<file path="src/rtl/echo_pkg.sv">
// Shared definitions for the ultrasonic echo receiver.
package echo_pkg;

   // Default timing at the 6 MHz internal oscillator.
   localparam int unsigned ClkHz          = 6000000;
   localparam int unsigned DefTicksPerCm  = 348;     // 58 us per cm of range
   localparam int unsigned DefWaitTimeout = 228000;  // 38 ms without an echo edge
   localparam int unsigned DefMaxCm       = 400;

   typedef enum logic [1:0] {
      StIdle,
      StWaitRise,
      StMeasure,
      StDone
   } state_t;

endpackage

</file>
<file path="src/rtl/echo_sync.sv">
// Two-flop synchronizer for the raw echo pin plus registered edge pulses.
// A pin edge shows up on rise/fall three clocks later; both edges share the
// same latency so measured widths are unaffected.
module echo_sync (
   input  logic clk,
   input  logic rst,
   input  logic echo,
   output logic rise,
   output logic fall
);

   logic sync1_q, sync2_q, prev_q, rise_q, fall_q;

   // Synchronize the pin and register one-cycle edge pulses.
   always_ff @(posedge clk) begin
      if (rst) begin
         sync1_q <= 1'b0;
         sync2_q <= 1'b0;
         prev_q  <= 1'b0;
         rise_q  <= 1'b0;
         fall_q  <= 1'b0;
      end else begin
         sync1_q <= echo;
         sync2_q <= sync1_q;
         prev_q  <= sync2_q;
         rise_q  <= sync2_q & ~prev_q;
         fall_q  <= ~sync2_q & prev_q;
      end
   end

   assign rise = rise_q;
   assign fall = fall_q;

endmodule

</file>
<file path="src/rtl/echo_meter.sv">
// Times the returning ultrasonic echo pulse and converts it to centimetres by
// counting whole TICKS_PER_CM periods, so no divider is needed.
module echo_meter
   import echo_pkg::*;
#(
   parameter int unsigned TICKS_PER_CM = DefTicksPerCm,
   parameter int unsigned WAIT_TIMEOUT = DefWaitTimeout,
   parameter int unsigned MAX_CM       = DefMaxCm,
   parameter int unsigned DIST_W       = 9
) (
   input  logic              clk,
   input  logic              rst,
   input  logic              start,
   input  logic              echo,
   output logic [DIST_W-1:0] distance_cm,
   output logic              valid,
   output logic              overrange,
   output logic              timeout,
   output logic              busy
);

   localparam int unsigned WaitW  = (WAIT_TIMEOUT > 1) ? $clog2(WAIT_TIMEOUT) : 1;
   localparam int unsigned PrescW = (TICKS_PER_CM > 1) ? $clog2(TICKS_PER_CM) : 1;

   state_t              state_q;
   logic [WaitW-1:0]    wait_cnt_q;
   logic [PrescW-1:0]   presc_q;
   logic [DIST_W-1:0]   cm_cnt_q;
   logic [DIST_W-1:0]   dist_q;
   logic                valid_q, over_q, timeout_q;
   logic                rise, fall;
   logic                presc_wrap, sat_hit;
   logic [DIST_W-1:0]   cm_next;

   echo_sync u_sync (
      .clk  (clk),
      .rst  (rst),
      .echo (echo),
      .rise (rise),
      .fall (fall)
   );

   // Count value including the current high cycle.
   assign presc_wrap = (presc_q == PrescW'(TICKS_PER_CM - 1));
   assign cm_next    = presc_wrap ? cm_cnt_q + DIST_W'(1) : cm_cnt_q;
   assign sat_hit    = (cm_next == DIST_W'(MAX_CM));

   // Measurement FSM, counters and registered outputs.
   always_ff @(posedge clk) begin
      if (rst) begin
         state_q    <= StIdle;
         wait_cnt_q <= '0;
         presc_q    <= '0;
         cm_cnt_q   <= '0;
         dist_q     <= '0;
         valid_q    <= 1'b0;
         over_q     <= 1'b0;
         timeout_q  <= 1'b0;
      end else begin
         valid_q   <= 1'b0;
         timeout_q <= 1'b0;
         case (state_q)
            StIdle: begin
               if (start) begin
                  state_q    <= StWaitRise;
                  wait_cnt_q <= '0;
                  presc_q    <= '0;
                  cm_cnt_q   <= '0;
               end
            end
            StWaitRise: begin
               // Only a low-to-high edge arms the measurement; a stale high level is ignored.
               if (rise) begin
                  state_q <= StMeasure;
               end else if (wait_cnt_q == WaitW'(WAIT_TIMEOUT - 1)) begin
                  state_q   <= StIdle;
                  timeout_q <= 1'b1;
                  over_q    <= 1'b0;
               end else begin
                  wait_cnt_q <= wait_cnt_q + WaitW'(1);
               end
            end
            StMeasure: begin
               // The falling-edge cycle is still counted so the width equals the high time;
               // the partial prescaler count is then dropped (floor).
               presc_q  <= presc_wrap ? '0 : presc_q + PrescW'(1);
               cm_cnt_q <= cm_next;
               if (fall || sat_hit) begin
                  state_q <= StDone;
                  dist_q  <= cm_next;
                  over_q  <= ~fall & sat_hit;
                  valid_q <= 1'b1;
               end
            end
            StDone: begin
               state_q <= StIdle;
            end
            default: begin
               state_q <= StIdle;
            end
         endcase
      end
   end

   assign distance_cm = dist_q;
   assign valid       = valid_q;
   assign overrange   = over_q;
   assign timeout     = timeout_q;
   assign busy        = (state_q != StIdle);

endmodule

</file>
<file path="config.mk">
export PLATFORM = sky130hd
export DESIGN_NAME = echo_meter
export DESIGN_NICKNAME = d
export VERILOG_FILES = /design/src/rtl/echo_pkg.sv /design/src/rtl/echo_sync.sv /design/src/rtl/echo_meter.sv
export SDC_FILE = /design/constraint.sdc
export NUM_CORES = 1
export LEC_CHECK = 0
export CAP_MARGIN = 30
export CORE_ASPECT_RATIO = 0.9
export CORE_MARGIN = 2
export CORE_UTILIZATION = 58
export CTS_CLUSTER_SIZE = 10
export DETAILED_ROUTE_END_ITERATION = 10
export GPL_ROUTABILITY_DRIVEN = 0
export HOLD_SLACK_MARGIN = 0.02
export PLACE_DENSITY_LB_ADDON = 0.05
export SYNTH_ARGS = -nofsm -noshare
export SYNTH_HDL_FRONTEND = slang
export SYNTH_HIERARCHICAL = 1
export SYNTH_SLANG_ARGS = --single-unit
</file>
<file path="constraint.sdc">
create_clock -name clk -period 5 [get_ports clk]
set_input_delay 0.5 -clock clk [delete_from_list [all_inputs] [get_ports clk]]
set_output_delay 0.5 -clock clk [all_outputs]
set_load 0.01 [all_outputs]
</file>
==> flow_metrics.env, run 1 <==
export IMPL_yosys_mux_area_fraction_pct=0.380
export IMPL_mostFrequentLayoutCell="sky130_fd_sc_hd__dfxtp_1"
export IMPL_cts_repair_resizes=0
export IMPL_ir_drop_uv=183
export IMPL_utilization_pct=65.8
export IMPL_clkSlewWorstSetupHoldPaths_ns=0.09
export IMPL_final_period_minus_worst_setup_slack_ns=3.13
export IMPL_synth_main_ff_cell="sky130_fd_sc_hd__dfxtp_1"
export IMPL_slew_violations=0
export IMPL_ys_async_sr_fraction_pct=0
export IMPL_synth_nets=320
export IMPL_design_area_um2=2900
export IMPL_clk_latency_ns=0.30
export IMPL_grt_pass1_wl_um=8800
export IMPL_die_area_um2=5100
export IMPL_clock_sinks=55
export IMPL_timing_hold_violations_final=0
export IMPL_worst_hold_slack_after_final_layout_ns=0.421
export IMPL_worstSetupStartpointType="register"
export IMPL_leakage_nw=0.919
export IMPL_die_height_um=67.9
export IMPL_antenna_found_initial=0
export IMPL_synth_ff_latch_count=55
export IMPL_grt_max_degree=38
export IMPL_synthCells=313
export IMPL_grt_util_all_layers_pct=22.2
export IMPL_dpl_hpwl_um=3680
export IMPL_status="complete, no violations"
export IMPL_synth_adder_area_share_pct=1.43
export IMPL_gr_ovfl_total=0
export IMPL_skew_ns=0.00630
export IMPL_synth_compound_area_share_pct=18.3
export IMPL_max_clock_freq_mhz=319
export IMPL_route_final_wire_length_um=5240
export IMPL_routed_via_density=5.65
export IMPL_path_class="reg2reg"
export IMPL_final_setup_viol_count=0
export IMPL_mostFrequentLayoutCells="55 x sky130_fd_sc_hd__dfxtp_1, 49 x sky130_fd_sc_hd__nor2_1, 25 x sky130_fd_sc_hd__nand2_1, 21 x sky130_fd_sc_hd__a21oi_1, 21 x sky130_fd_sc_hd__xnor2_1"
export IMPL_synthesis_yosys_warnings=6
export IMPL_synth_xor_area_share_pct=8.31
export IMPL_post_route_drc_count=0
export IMPL_synth_edf_count=0
export IMPL_drt_antenna_violating_nets=0
export IMPL_synthSimpleGateAreaFrac_pct=25.7
export IMPL_detail_route_iter0_violations=157
export IMPL_core_box_area_um2=4400
export IMPL_pre_antenna_drt_iters=4
export IMPL_required_ns=5.25
export IMPL_synth_cell_type_count=45
export IMPL_critPathArrivalTime_ns=3.39
export IMPL_worstSetupEndpointType="register"
export IMPL_power_per_cell_area_nw_per_um2=248
export IMPL_io_buffer_count=16
export IMPL_grt_setup_unrepaired="no"
export IMPL_max_slew_margin_pct=27.1
export IMPL_syn2layout_area_growth_pct=10.0
export IMPL_period_share_pct=62.7
export IMPL_layout_drive_gt1_share_pct=5.30
export IMPL_cts_buffers=5
export IMPL_tns_ns=0
export IMPL_sequential_area_share_after_synthesis_pct=41.8
export IMPL_main_combinational_cell_family_by_area_after_synthesis="simple AND/OR/NAND/NOR gates"
export IMPL_synth_area_um2=2630
export IMPL_routedWlPerCell_um=13.7
export IMPL_timing_worst_slew_pin_value_ns=1.08
export IMPL_cts_setup_buffers=0
export IMPL_initial_utilization_pct=59.8
export IMPL_die_x_um=75.0
export IMPL_core_rowCount=23
export IMPL_dpl_instance_area_um2=2820
export IMPL_first_global_vias=1838
export IMPL_cts_root_buffer_cell="sky130_fd_sc_hd__clkbuf_8"
export IMPL_worstHoldPathType="reg2reg"
export IMPL_io_pins=17
export IMPL_timing_max_cap_violations=0
export IMPL_worst_path_max_fanout=11
export IMPL_htreeDepth=2
export IMPL_cts_hold_buffers_added=0
export IMPL_layout_nets=327
export IMPL_syn_avg_cell_area_um2=8.41
export IMPL_num_antenna_cells=0
export IMPL_ctsLongestPathBuffers=2
export IMPL_vias=2164
export IMPL_cts_tree="done"
worst paths after layout:
| kind | start | end | slack (ns) | cells after the start |
|---|---|---|---|---|
| worst max-delay path | presc_q[0] | distance_cm[7] | 1.87 | 7 |
| worst min-delay path | u_sync/prev_q | u_sync/rise | 0.42 | 1 |
| worst max register to register | presc_q[0] | distance_cm[7] | 1.87 | 7 |
| worst min register to register | u_sync/prev_q | u_sync/rise | 0.42 | 1 |
logic make-up (layout without fill, tap and decap cells):
logic type / after synthesis / after routing
DFF: 55 / 55
AOI/OAI and AO/OA: 70 / 70
xor gates and xnor gates: 25 / 25
buffers and inverters: 27 / 35
and+or+nand+nor: 132 / 132
muxes: 1 / 1
adders and majority gates: 3 / 3
final cells by class:
type	count	area [um^2]
fillers	404	1510
multi-input cells	231	1430
flip-flops and latches	55	1100
repair buffers	19	183
well taps	62	77.6
clock buffers	7	76.3
inverters	8	30.0
clock inverters	1	5.00
sequential cells by signal, indices dropped and copies added (netlist names), 9 cells and up, named ones only:
signal       flops
wait_cnt_q      18
cm_cnt_q         9
distance_cm      9
presc_q          9
metal layers:
layer / share of wire, % / GRT usage (%)
met3: 4.2 / 3.98
met5: 0 / 0
met4: 0.86 / 5.80
met2: 42 / 30.5
met1: 52 / 35.2
where the power goes:
part / internal (mW) / switching [mW] / total (mW)
logic: 0.0119 / 0.0287 / 0.0407
clock network: 0.0987 / 0.136 / 0.235
registers: 0.440 / 0.00258 / 0.443
cell usage after synthesis, drive strengths merged (2+ instances only):
cell type | instances | area [um^2]
a2111oi | 5 | 43.8
a211oi | 16 | 120
a21oi | 23 | 123
a22oi | 3 | 22.5
a311oi | 4 | 35.0
a31oi | 2 | 12.5
and2 | 2 | 12.5
and3 | 7 | 43.8
buf | 3 | 17.5
clkbuf | 16 | 60.1
dfxtp | 55 | 1100
ha | 3 | 37.5
inv | 8 | 30.0
nand2 | 25 | 93.8
nand3 | 9 | 45.0
nand4 | 6 | 37.5
nand4b | 2 | 23.8
nor2 | 49 | 184
nor2b | 6 | 37.5
nor3 | 4 | 20.0
nor3b | 6 | 45.0
nor4 | 5 | 31.3
nor4b | 2 | 17.5
o21ai | 9 | 45.0
or2 | 2 | 15.0
or3 | 3 | 18.8
xnor2 | 21 | 184
xor2 | 4 | 35.0
metrics by stage:
step	total power [mW]	cells	worst slack [ns]
after floorplan	0.481	313	2.73
after global placement	0.493	375	2.02
after detailed placement	0.493	375	1.91
after CTS	0.729	383	1.88
after global routing	0.752	383	1.62
final	0.718	383	1.87
worst max-delay path, cell delays in order (launching register included):
cell and delay, ns:
sky130_fd_sc_hd__dfxtp_1 0.38, sky130_fd_sc_hd__ha_1 0.24, sky130_fd_sc_hd__nand4b_2 0.19, sky130_fd_sc_hd__or2_4 0.29, sky130_fd_sc_hd__o41a_1 0.40, sky130_fd_sc_hd__o41ai_2 0.99
sky130_fd_sc_hd__and2_1 0.38, sky130_fd_sc_hd__o221a_2 0.21
No activity file was read; power rests on OpenSTA's default activity.
==> run 2, diff against run 1 <==
==> constraint.sdc (replaced) <==
create_clock -name clk -period 3 [get_ports clk]
set_input_delay 0.3 -clock clk [delete_from_list [all_inputs] [get_ports clk]]
set_output_delay 0.3 -clock clk [all_outputs]
set_load 0.01 [all_outputs]
==> flow_metrics.env, run 2 (synthesis results as in run 1) <==
export IMPL_status="complete, no violations"
export IMPL_layout_nets=328
export IMPL_core_rowCount=23
export IMPL_die_x_um=75.0
export IMPL_flop2flop_setup_slack_ns=0.48
export IMPL_reg2regPathDepth=8
export IMPL_p_int_mw=0.915
export IMPL_worst_path_largest_cell_delay_ns=0.42
export IMPL_skew_ns=0.0112
export IMPL_clkSlewWorstSetupHoldPaths_ns=0.10
export IMPL_grt_util_all_layers_pct=22.5
export IMPL_clock_sinks=55
export IMPL_crit_path_cell_trace="ha_1 > nand4b_2 > or2_4 > o41a_1 > o41ai_2 > buf_4 > a21oi_2 > a311oi_1"
export IMPL_worst_path_max_fanout=10
export IMPL_mostFrequentLayoutCells="55 x sky130_fd_sc_hd__dfxtp_1, 49 x sky130_fd_sc_hd__nor2_1, 25 x sky130_fd_sc_hd__nand2_1, 21 x sky130_fd_sc_hd__a21oi_1, 21 x sky130_fd_sc_hd__xnor2_1"
export IMPL_timing_hold_violations_final=0
export IMPL_critPathArrivalTime_ns=2.74
export IMPL_leakage_nw=0.930
export IMPL_gr_ovfl_total=0
export IMPL_grt_max_degree=38
export IMPL_cts_setup_buffers=0
export IMPL_syn2layout_area_growth_pct=10.4
export IMPL_max_clock_freq_mhz=397
export IMPL_cts_tree="done"
export IMPL_max_slew_margin_pct=58.1
export IMPL_hold_start="u_sync/prev_q"
export IMPL_whs_path_depth=1
export IMPL_detail_route_iter0_violations=126
export IMPL_slew_violations=0
export IMPL_timing_rr_start="presc_q[0]"
export IMPL_pre_antenna_drt_iters=4
export IMPL_area_sequential_um2=1100
export IMPL_final_period_minus_worst_setup_slack_ns=2.52
export IMPL_dpl_hpwl_um=3630
export IMPL_die_height_um=67.9
export IMPL_path_class="reg2reg"
export IMPL_pwr_share_seq_pct=61.3
export IMPL_multi_input_comb_area_um2=1430
export IMPL_required_ns=3.22
export IMPL_sw_frac_of_total_pct=24.0
export IMPL_largest_register="wait_cnt_q"
export IMPL_power_combinational_fraction_pct=5.7
export IMPL_cts_repair_resizes=0
export IMPL_num_antenna_cells=0
export IMPL_routed_via_density=5.74
export IMPL_grt_setup_unrepaired="no"
export IMPL_n_fill_cell=416
export IMPL_core_box_area_um2=4400
export IMPL_clk_latency_ns=0.30
export IMPL_slowest_stage="sky130_fd_sc_hd__o41a_1"
export IMPL_power_per_cell_area_nw_per_um2=414
export IMPL_antenna_found_initial=0
export IMPL_timing_max_cap_violations=0
export IMPL_final_setup_viol_count=0
export IMPL_cts_root_buffer_cell="sky130_fd_sc_hd__clkbuf_8"
export IMPL_worstSetupEndpointType="register"
export IMPL_timing_worst_slew_pin_value_ns=0.627
export IMPL_routedWlPerCell_um=13.7
export IMPL_mostFrequentLayoutCell="sky130_fd_sc_hd__dfxtp_1"
export IMPL_die_area_um2=5100
export IMPL_clkPwrFrac_pct=33.0
export IMPL_hold_path_endpoint="u_sync/rise"
export IMPL_cts_buffers=5
export IMPL_dp_cells=376
export IMPL_largest_reg_flops=18
export IMPL_layout_drive_gt1_share_pct=6.21
export IMPL_finish_cell_count_without_fillers=384
export IMPL_io_buffer_count=16
export IMPL_drt_antenna_violating_nets=0
export IMPL_route_final_wire_length_um=5260
export IMPL_postLayoutSetupSlackWorst_ns=0.481
export IMPL_grt_pass1_wl_um=8890
export IMPL_worstSetupStartpointType="register"
export IMPL_vias=2203
export IMPL_period_share_pct=84.0
export IMPL_cts_hold_buffers_added=0
export IMPL_post_route_drc_count=0
export IMPL_detailedPlace_worstSlack_ns=0.516
export IMPL_initial_utilization_pct=59.8
export IMPL_first_global_vias=1904
export IMPL_crit_reg2reg_capture="distance_cm[8]"
export IMPL_tns_ns=0
export IMPL_ctsLongestPathBuffers=2
export IMPL_io_pins=17
export IMPL_ir_drop_uv=404
export IMPL_worstHoldPathType="reg2reg"
export IMPL_htreeDepth=2
export IMPL_switchingPower_mw=0.289
==> run 2: cell types whose count changed in the layout (fill, tap and decap cells not counted) <==
cell,delta
sky130_fd_sc_hd__buf_4,+1
sky130_fd_sc_hd__clkinv_2,+2
sky130_fd_sc_hd__clkbuf_1,-2
==> run 2: area by class of cell <==
cell class	count	area share, %
flip-flops and latches	55	37.9
multi-input cells	231	49.0
inverters	8	1.03
clock inverters	3	0.516
repair buffers	20	6.54
well taps	62	2.67
clock buffers	5	2.37
==> run 2: layer usage <==
| layer | share of wire, % | track usage (%) |
|---|---|---|
| met5 | 0 | 0 |
| met4 | 0.51 | 6.25 |
| met3 | 3.7 | 4.57 |
| met2 | 41 | 31.7 |
| met1 | 54 | 34.5 |
==> run 2: how the worst max path moves through the flow <==
stage | startpoint | end | slack (ns) | depth (start not counted)
CTS | presc_q[0] | distance_cm[8] | 0.48 | 8
global route | cm_cnt_q[0] | distance_cm[0] | 0.34 | 8
detailed placement | presc_q[0] | distance_cm[8] | 0.52 | 8
finish | presc_q[0] | distance_cm[8] | 0.48 | 8
global placement | presc_q[0] | distance_cm[4] | 0.59 | 8
floorplan | presc_q[0] | distance_cm[4] | 0.73 | 8
==> run 2: worst max-delay path, delay by kind of cell, from the launching register on <==
| kind | cells | cell delay [ns] |
|---|---|---|
| AO/OA/AOI/OAI | 4 | 1.10 |
| AND/OR/NAND/NOR | 2 | 0.49 |
| flip-flops | 1 | 0.38 |
| adder cells (fa/ha/maj) | 1 | 0.24 |
| buffers and inverters | 1 | 0.23 |
==> run 2: metrics by stage <==
stage                     total power, mW  hold WS [ns]  util (%)  instance area (um^2)
after global routing                 1.26         0.438      66.0                  2910
after CTS                            1.21         0.422      66.0                  2910
final                                1.20         0.422      66.0                  2910
after global placement              0.823         0.399      64.1                  2820
after detailed placement            0.824         0.403      64.1                  2820
after floorplan                     0.801         0.372         -                  2630
==> run 2: power groups by stage <==
stage	Combinational, mW	Clock (mW)	Sequential [mW]
3_5_place_dp	0.0682	0	0.755
3_3_place_gp	0.0675	0	0.755
5_1_grt	0.0753	0.445	0.740
2_1_floorplan	0.0471	0	0.754
6_report	0.0685	0.397	0.738
4_1_cts	0.0684	0.407	0.738
